===== config.mk =====
export PLATFORM = sky130hd
export DESIGN_NAME = parity_arb_ctrl
export DESIGN_NICKNAME = d
export VERILOG_FILES = /design/src/rtl/parity_arb_ctrl.sv
export SDC_FILE = /design/constraint.sdc
export NUM_CORES = 1
export LEC_CHECK = 0
export BUFFER_PORTS_ARGS = -buffer_cell sky130_fd_sc_hd__buf_2
export CAP_MARGIN = 20
export CORE_ASPECT_RATIO = 0.9
export CORE_MARGIN = 1.5
export CORE_UTILIZATION = 47
export CTS_CLUSTER_DIAMETER = 30
export DETAILED_ROUTE_END_ITERATION = 8
export GPL_ROUTABILITY_DRIVEN = 0
export PLACE_DENSITY_LB_ADDON = 0.15
export SLEW_MARGIN = 10
export SYNTH_ARGS = -nofsm -noshare
export SYNTH_HDL_FRONTEND = slang
export SYNTH_SLANG_ARGS = --single-unit

===== constraint.sdc =====
create_clock -name clk -period 2 [get_ports clk]
set_clock_uncertainty 0.05 [all_clocks]
set_input_delay 0.1 -clock clk [delete_from_list [all_inputs] [get_ports clk]]
set_output_delay 0.1 -clock clk [all_outputs]
set_load 0.02 [all_outputs]

===== src/rtl/parity_arb_ctrl.sv =====
// Two-requester round-robin arbiter that computes per-nibble even parity
// of the granted word, one nibble per cycle, and holds the result until accepted.
module parity_arb_ctrl #(
  parameter int NIBBLES = 4
) (
  input  logic                 clk,
  input  logic                 rst_n,
  input  logic                 req0_valid,
  input  logic [4*NIBBLES-1:0] req0_data,
  output logic                 req0_ready,
  input  logic                 req1_valid,
  input  logic [4*NIBBLES-1:0] req1_data,
  output logic                 req1_ready,
  output logic                 rsp_valid,
  input  logic                 rsp_ready,
  output logic                 rsp_id,
  output logic [4*NIBBLES-1:0] rsp_data,
  output logic [NIBBLES-1:0]   rsp_parity,
  output logic                 rsp_word_parity,
  output logic                 busy
);

  localparam int W  = 4 * NIBBLES;
  localparam int CW = $clog2(NIBBLES);

  typedef enum logic [1:0] {IDLE, CALC, RESP} state_t;

  state_t             state_q, state_d;
  logic               ptr_q, ptr_d;
  logic [CW-1:0]      cnt_q, cnt_d;
  logic [W-1:0]       data_q, data_d;
  logic [NIBBLES-1:0] parity_q, parity_d;
  logic               id_q, id_d;

  logic               grant_id;
  logic               can_accept;
  logic [3:0]         nibble;

  // The pointer only breaks ties; a lone requester is always granted.
  always_comb begin
    grant_id = ptr_q;
    if (req0_valid && !req1_valid) begin
      grant_id = 1'b0;
    end else if (req1_valid && !req0_valid) begin
      grant_id = 1'b1;
    end
  end

  assign can_accept = rst_n && (state_q == IDLE);
  assign req0_ready = can_accept && req0_valid && !grant_id;
  assign req1_ready = can_accept && req1_valid && grant_id;

  always_comb begin
    state_d  = state_q;
    ptr_d    = ptr_q;
    cnt_d    = cnt_q;
    data_d   = data_q;
    parity_d = parity_q;
    id_d     = id_q;
    nibble   = '0;
    for (int i = 0; i < NIBBLES; i++) begin
      if (cnt_q == CW'(i)) begin
        nibble = data_q[4*i +: 4];
      end
    end
    case (state_q)
      IDLE: begin
        if (req0_ready || req1_ready) begin
          data_d   = grant_id ? req1_data : req0_data;
          id_d     = grant_id;
          ptr_d    = ~grant_id;
          cnt_d    = '0;
          parity_d = '0;
          state_d  = CALC;
        end
      end
      CALC: begin
        for (int i = 0; i < NIBBLES; i++) begin
          if (cnt_q == CW'(i)) begin
            parity_d[i] = ^nibble;
          end
        end
        cnt_d = cnt_q + CW'(1);
        if (cnt_q == CW'(NIBBLES - 1)) begin
          cnt_d   = '0;
          state_d = RESP;
        end
      end
      RESP: begin
        if (rsp_ready) begin
          state_d = IDLE;
        end
      end
      default: state_d = IDLE;
    endcase
  end

  always_ff @(posedge clk) begin
    if (!rst_n) begin
      state_q  <= IDLE;
      ptr_q    <= 1'b0;
      cnt_q    <= '0;
      data_q   <= '0;
      parity_q <= '0;
      id_q     <= 1'b0;
    end else begin
      state_q  <= state_d;
      ptr_q    <= ptr_d;
      cnt_q    <= cnt_d;
      data_q   <= data_d;
      parity_q <= parity_d;
      id_q     <= id_d;
    end
  end

  assign rsp_valid       = (state_q == RESP);
  assign busy            = (state_q != IDLE);
  assign rsp_id          = id_q;
  assign rsp_data        = data_q;
  assign rsp_parity      = parity_q;
  assign rsp_word_parity = ^parity_q;

endmodule


==> flow_summary.ini, run 1 <==
[power_and_ir_drop]
power_switching_uw = 488
p_sw_share_pct = 35.3
peakVddDrop_v = 0.000356
pwr-share-comb_pct = 36.0
p_seq_share_pct = 44.8
p_int_uw = 897
clkPwrFrac_pct = 19.2
power_density_nw_per_um2 = 731
leakage_nw = 0.850

[worst_setup_path]
arrival_ns = 1.97
worstRegToRegCells = 7
required_ns = 2.15
end_kind = flop
slowest_delay_ns = 0.41
cp-start-kind = flop
cp_top_family = compound AO/OA/AOI/OAI gates
cp-startpoint = cnt_q[1]
crit_chain = inv_1 -> ha_1 -> nor2b_1 -> a22oi_1 -> a21oi_1 -> xor2_1 -> o21ai_0
crit_buf_inv = 1
timing.rr.end = rsp_parity[3]
timing.rr.start = cnt_q[1]
critPathKind = flop to flop
reg2reg_setup_slack_ns = 0.18
crit_fanout = 5
crit_slowest_cell = dfxtp_1

[hold_path]
hold_class = input port to flop
hold-path-cell-count = 3
hold_start = req0_data[5]
hold_end = rsp_data[5]

[sta]
period_share_pct = 90.9
max-slew-margin-rel_pct = 70.0
max_freq_ghz = 0.550
final.min_clock_period_ns = 1.82
setup_viol = 0
tightestPinTransition_ns = 0.449
rsz0062_at_grt = no
tns_ns = 0
hold_viol = 0
report.final.slew_viol_count = 0

[placement]
dp_hpwl_mm = 2.42
placedCellCount = 253
io_buffer_count = 62

[clock_tree]
cts_buffers = 3
ctsResizeCount = 0
path_clk_slew_ns = 0.14
clock_latency_ns = 0.31
cts_sinks = 26
cts_tree = yes
cts_root_buf = clkbuf_4
h-tree-depth = 1
clk_path_buf_depth = 2

[finish]
drive_above_1_share_pct = 40.3
mostFrequentLayoutCell = buf_2
syn_to_final_growth_pct = 30.0
nets = 268
diodes = 0
layout_common_cells = buf_2 (62), nand2_1 (29), dfxtp_1 (26)
fin_cells = 266

[floorplanning]
die_w_um = 61.7
start_util_pct = 51.4
core_sq_um = 2840
dieHeight_um = 55.8
die_area_sq_um = 3440
rows = 18
io_pins = 63

[route]
via_per_inst = 5.06
ant_nets = 0
firstDrtPassIters = 4
drc_errors = 0
wl_per_cell_um = 12.8
dr_total_vias = 1347
drt_iter0_markers = 38
drt_wl_total_mm = 3.40

[yosys]
syn_avg_cell_area_sq_um = 9.34
synth_area_sq_um = 1460
synth_seq_area_share_pct = 35.7
synthDistinctLibCells = 33
synth_cells = 156
yosysWarnings = 0
synth_nets = 197
ys_seq_elements = 26

[global_route]
grt_pass1_vias = 1233
grt_pass1_wl_mm = 5.26
grt_usage_pct = 19.7
overflow = 0
grt_max_degree = 26
grt_antenna_before_repair = 0

[outcome]
outcome = complete, no violations

[flow_run]
maxCapViolations = 0
-- state kept, by name (all words and copies together), names as in the netlist --
signal / flops
rsp_parity: 4
ptr_q: 1
state_q: 2
rsp_data: 16
cnt_q: 2
rsp_id: 1
-- cell usage after synthesis (all sizes together) --
| master | count | area, sq um |
|---|---|---|
| a22oi | 19 | 188 |
| nor2b | 7 | 43.8 |
| o2bb2ai | 2 | 17.5 |
| nand3 | 2 | 10.0 |
| buf | 6 | 65.1 |
| ha | 4 | 50.1 |
| o22ai | 3 | 18.8 |
| and3 | 2 | 18.8 |
| inv | 6 | 22.5 |
| a21boi | 17 | 158 |
| nor2 | 3 | 18.8 |
| nor3 | 2 | 10.0 |
| a21oi | 3 | 15.0 |
| and2 | 1 | 6.26 |
| nand2b | 3 | 18.8 |
| clkbuf | 2 | 7.51 |
| xor2 | 8 | 70.1 |
| xnor2 | 5 | 43.8 |
| a31oi | 1 | 6.26 |
| a31o | 1 | 8.76 |
| o311ai | 1 | 8.76 |
| o21ai | 2 | 10.0 |
| dfxtp | 26 | 521 |
| nor3b | 1 | 12.5 |
| nand2 | 29 | 109 |
-- worst reg2reg max path, delay by kind of cell (launching register included) --
family,cells,cell delay (ns)
AOI/OAI and AO/OA,3,0.51
xor gates and xnor gates,1,0.24
buffers and inverters,1,0.08
DFF,1,0.41
adders and majority gates,1,0.24
and+or+nand+nor,1,0.18
-- stage by stage --
stage | area (sq um) | hold WS [ns] | total power [mW] | utilization (%) | setup WS (ns)
floorplan | 1460 | 0.190 | 0.975 | - | 0.454
global placement | 1770 | 0.317 | 1.10 | 62.3 | 0.380
global route | 1890 | 0.00168 | 1.47 | 66.8 | 0.0955
detailed placement | 1770 | 0.323 | 1.11 | 62.3 | 0.248
finish | 1890 | 0.00522 | 1.38 | 66.8 | 0.183
CTS | 1880 | 0.000650 | 1.39 | 66.4 | 0.228
-- cells by family (layout without fill, tap and decap cells) --
kind of cell | count (synthesis) | count (layout) | synth area share (%)
buffers and inverters | 14 | 84 | 6.52
AO/OA/AOI/OAI | 49 | 49 | 29.5
flip-flops | 26 | 26 | 35.7
adder cells (fa/ha/maj) | 4 | 4 | 3.43
AND/OR/NAND/NOR | 50 | 50 | 17.0
XOR/XNOR | 13 | 13 | 7.81
-- how the worst max path moves through the flow --
stage                     to  slack [ns]  cells past startpoint
2_1_floorplan  rsp_parity[3]        0.45                      7
3_3_place_gp   rsp_parity[3]        0.38                      6
3_5_place_dp   rsp_parity[3]        0.25                      7
4_1_cts        rsp_parity[3]        0.23                      7
5_1_grt        rsp_parity[3]         0.1                      7
6_report       rsp_parity[3]        0.18                      7
-- final cells by class --
cell class	count	area (sq um)
well taps	40	50.0
repair buffers	74	423
flip-flops and latches	26	520
inverters	6	22.5
multi-input cells	116	842
clock buffers	4	36.3
fillers	258	943
-- power by group through the flow --
stage          clock network [mW]  registers, mW  logic [mW]
5_1_grt                     0.299          0.628       0.544
4_1_cts                     0.273          0.619       0.494
6_report                    0.266          0.620       0.498
2_1_floorplan                   0          0.670       0.305
3_3_place_gp                    0          0.628       0.468
3_5_place_dp                    0          0.631       0.481
-- timing repair --
item                      in CTS  in global routing
hold endpoints to repair       7                  1
hold buffers                   8                  1
buffers inserted               0                  0
-- per-layer routing --
layer / share of wire [%] / GRT usage (%) / wire, um
met2: 48 / 32.6 / 1650
met3: 3.9 / 2.56 / 132
met5: 0 / 0 / 0
met1: 47 / 26.5 / 1610
met4: 0.44 / 4.56 / 15
No activity file was read; power rests on OpenSTA's default activity.
==> run 2, diff against run 1 <==
--- a/config.mk
+++ b/config.mk
@@ -7,9 +7,11 @@
 export LEC_CHECK = 0
 export BUFFER_PORTS_ARGS = -buffer_cell sky130_fd_sc_hd__buf_2
 export CAP_MARGIN = 20
+export CELL_PAD_IN_SITES_DETAIL_PLACEMENT = 1
+export CELL_PAD_IN_SITES_GLOBAL_PLACEMENT = 2
 export CORE_ASPECT_RATIO = 0.9
 export CORE_MARGIN = 1.5
-export CORE_UTILIZATION = 47
+export CORE_UTILIZATION = 27
 export CTS_CLUSTER_DIAMETER = 30
 export DETAILED_ROUTE_END_ITERATION = 8
 export GPL_ROUTABILITY_DRIVEN = 0
@@ -18,3 +20,4 @@
 export SYNTH_ARGS = -nofsm -noshare
 export SYNTH_HDL_FRONTEND = slang
 export SYNTH_SLANG_ARGS = --single-unit
+export TNS_END_PERCENT = 1
==> run 2 against run 1 <==
Effect of this change: non-clock buffer count is 8 lower; highest routed layer unchanged; register-to-register slack hardly changed; combinational power hardly changed; critical path depth is 3 lower; die area is 70% higher.
==> flow_summary.ini, run 2 (same netlist as run 1, synthesis figures left out) <==
[route]
wl_per_cell_um = 14.2
ant_nets = 0
drt_wl_total_mm = 4.05
drt_iter0_markers = 22
firstDrtPassIters = 4
drc_errors = 0
via_per_inst = 4.64
dr_total_vias = 1322

[global_route]
grt_busiest_layer = met2
overflow = 0
grt_pass1_wl_mm = 6.62
grt_usage_pct = 14.6
grt_max_degree = 26
grt_use_met1_pct = 17.4
use_met3_pct = 3.25
grt_antenna_before_repair = 0
grtUsageMet2_pct = 27.3
grt_pass1_vias = 1403

[power_and_ir_drop]
power_switching_uw = 519
clkPwrFrac_pct = 28.6
p_seq_share_pct = 39.6
p_sw_share_pct = 33.2
leakage_nw = 0.831
peakVddDrop_v = 0.000354
pwr-share-comb_pct = 31.8
p_int_mw = 1.05
power_density_nw_per_um2 = 830

[worst_setup_path]
crit_chain = nor3b_2 -> and3_4 -> buf_4 -> buf_2
crit_slowest_cell = dfxtp_1
arrival_ns = 1.67
cp-start-kind = flop
end_kind = primary output
critPathKind = flop to primary output
slowest_delay_ns = 0.38
crit_fanout = 14
required_ns = 1.85

[finish]
largest_reg_flops = 16
syn_to_final_growth_pct = 29.3
finish.utilization_pct = 36.1
nets = 260
drive_above_1_share_pct = 42.2
diodes = 0
mostFrequentLayoutCell = buf_2
layout_common_cells = buf_2 (62), nand2_1 (29), dfxtp_1 (26)

[sta]
setup_viol = 0
max_freq_ghz = 0.550
max-slew-margin-rel_pct = 68.9
rsz0062_at_grt = no
period_share_pct = 90.9
hold_viol = 0
setup_slack_ns = 0.183
report.final.slew_viol_count = 0
tightestPinTransition_ns = 0.466
final.min_clock_period_ns = 1.82
tns_ns = 0

[clock_tree]
ctsResizeCount = 0
cts_buffers = 3
cts_root_buf = clkbuf_8
h-tree-depth = 1
path_clk_slew_ns = 0.10
cts_sinks = 26
clock_latency_ns = 0.28
cts_tree = yes
cts_hold_buf = 0
clk_path_buf_depth = 2
post_cts_buffers = 0

[hold_path]
hold_class = input port to flop

[floorplanning]
die_w_um = 80.5
core_sq_um = 5220
rows = 25
io_pins = 63
start_util_pct = 27.9
dieHeight_um = 72.7
die_area_sq_um = 5850

[placement]
io_buffer_count = 62
dp_hpwl_mm = 3.19
pre_cts_ws_ns = 0.225

[flow_run]
maxCapViolations = 0

[outcome]
outcome = complete, no violations
-- run 2: metal layers --
metal,share of wire [%],routed length (um)
met5,0,0
met2,50,2010
met1,44,1790
met4,0.54,22
met3,5.4,220
-- run 2: worst max-delay path, delay by kind of cell, from the launching register on --
kind | cells | cell delay, ns
buffers and inverters | 2 | 0.40
DFF | 1 | 0.38
and+or+nand+nor | 2 | 0.61
-- run 2: area by class of cell --
type | instances | area (sq um)
clock inverters | 1 | 30.0
clock buffers | 3 | 41.3
well taps | 67 | 83.8
inverters | 6 | 22.5
flip-flops and latches | 26 | 520
fillers | 643 | 3340
multi-input cells | 116 | 846
repair buffers | 66 | 340
-- run 2: metrics by stage --
step                cells  instance area, sq um  hold WS (ns)  total power, mW
floorplan             156                  1460         0.190            0.975
global placement      281                  1810         0.322             1.12
detailed placement    281                  1810         0.331             1.14
CTS                   285                  1880        0.0346             1.59
global route          285                  1880        0.0369             1.66
finish                285                  1880        0.0350             1.56
-- run 2: power by group through the flow --
stage / combinational (mW) / clock [mW] / sequential (mW)
after CTS: 0.506 / 0.459 / 0.622
final: 0.498 / 0.447 / 0.620
after floorplan: 0.305 / 0 / 0.670
after global routing: 0.553 / 0.480 / 0.630
after detailed placement: 0.502 / 0 / 0.634
after global placement: 0.491 / 0 / 0.629
-- run 2: final timing paths --
path | depth (start not counted) | endpoint | start | slack (ns)
worst max register to register | 7 | rsp_parity[3] | cnt_q[1] | 0.19
worst min register to register | 2 | rsp_data[3] | rsp_data[3] | 0.44
worst max-delay path | 4 | req0_ready | state_q[0] | 0.18
worst min-delay path | 3 | rsp_data[15] | req1_data[15] | 0.03
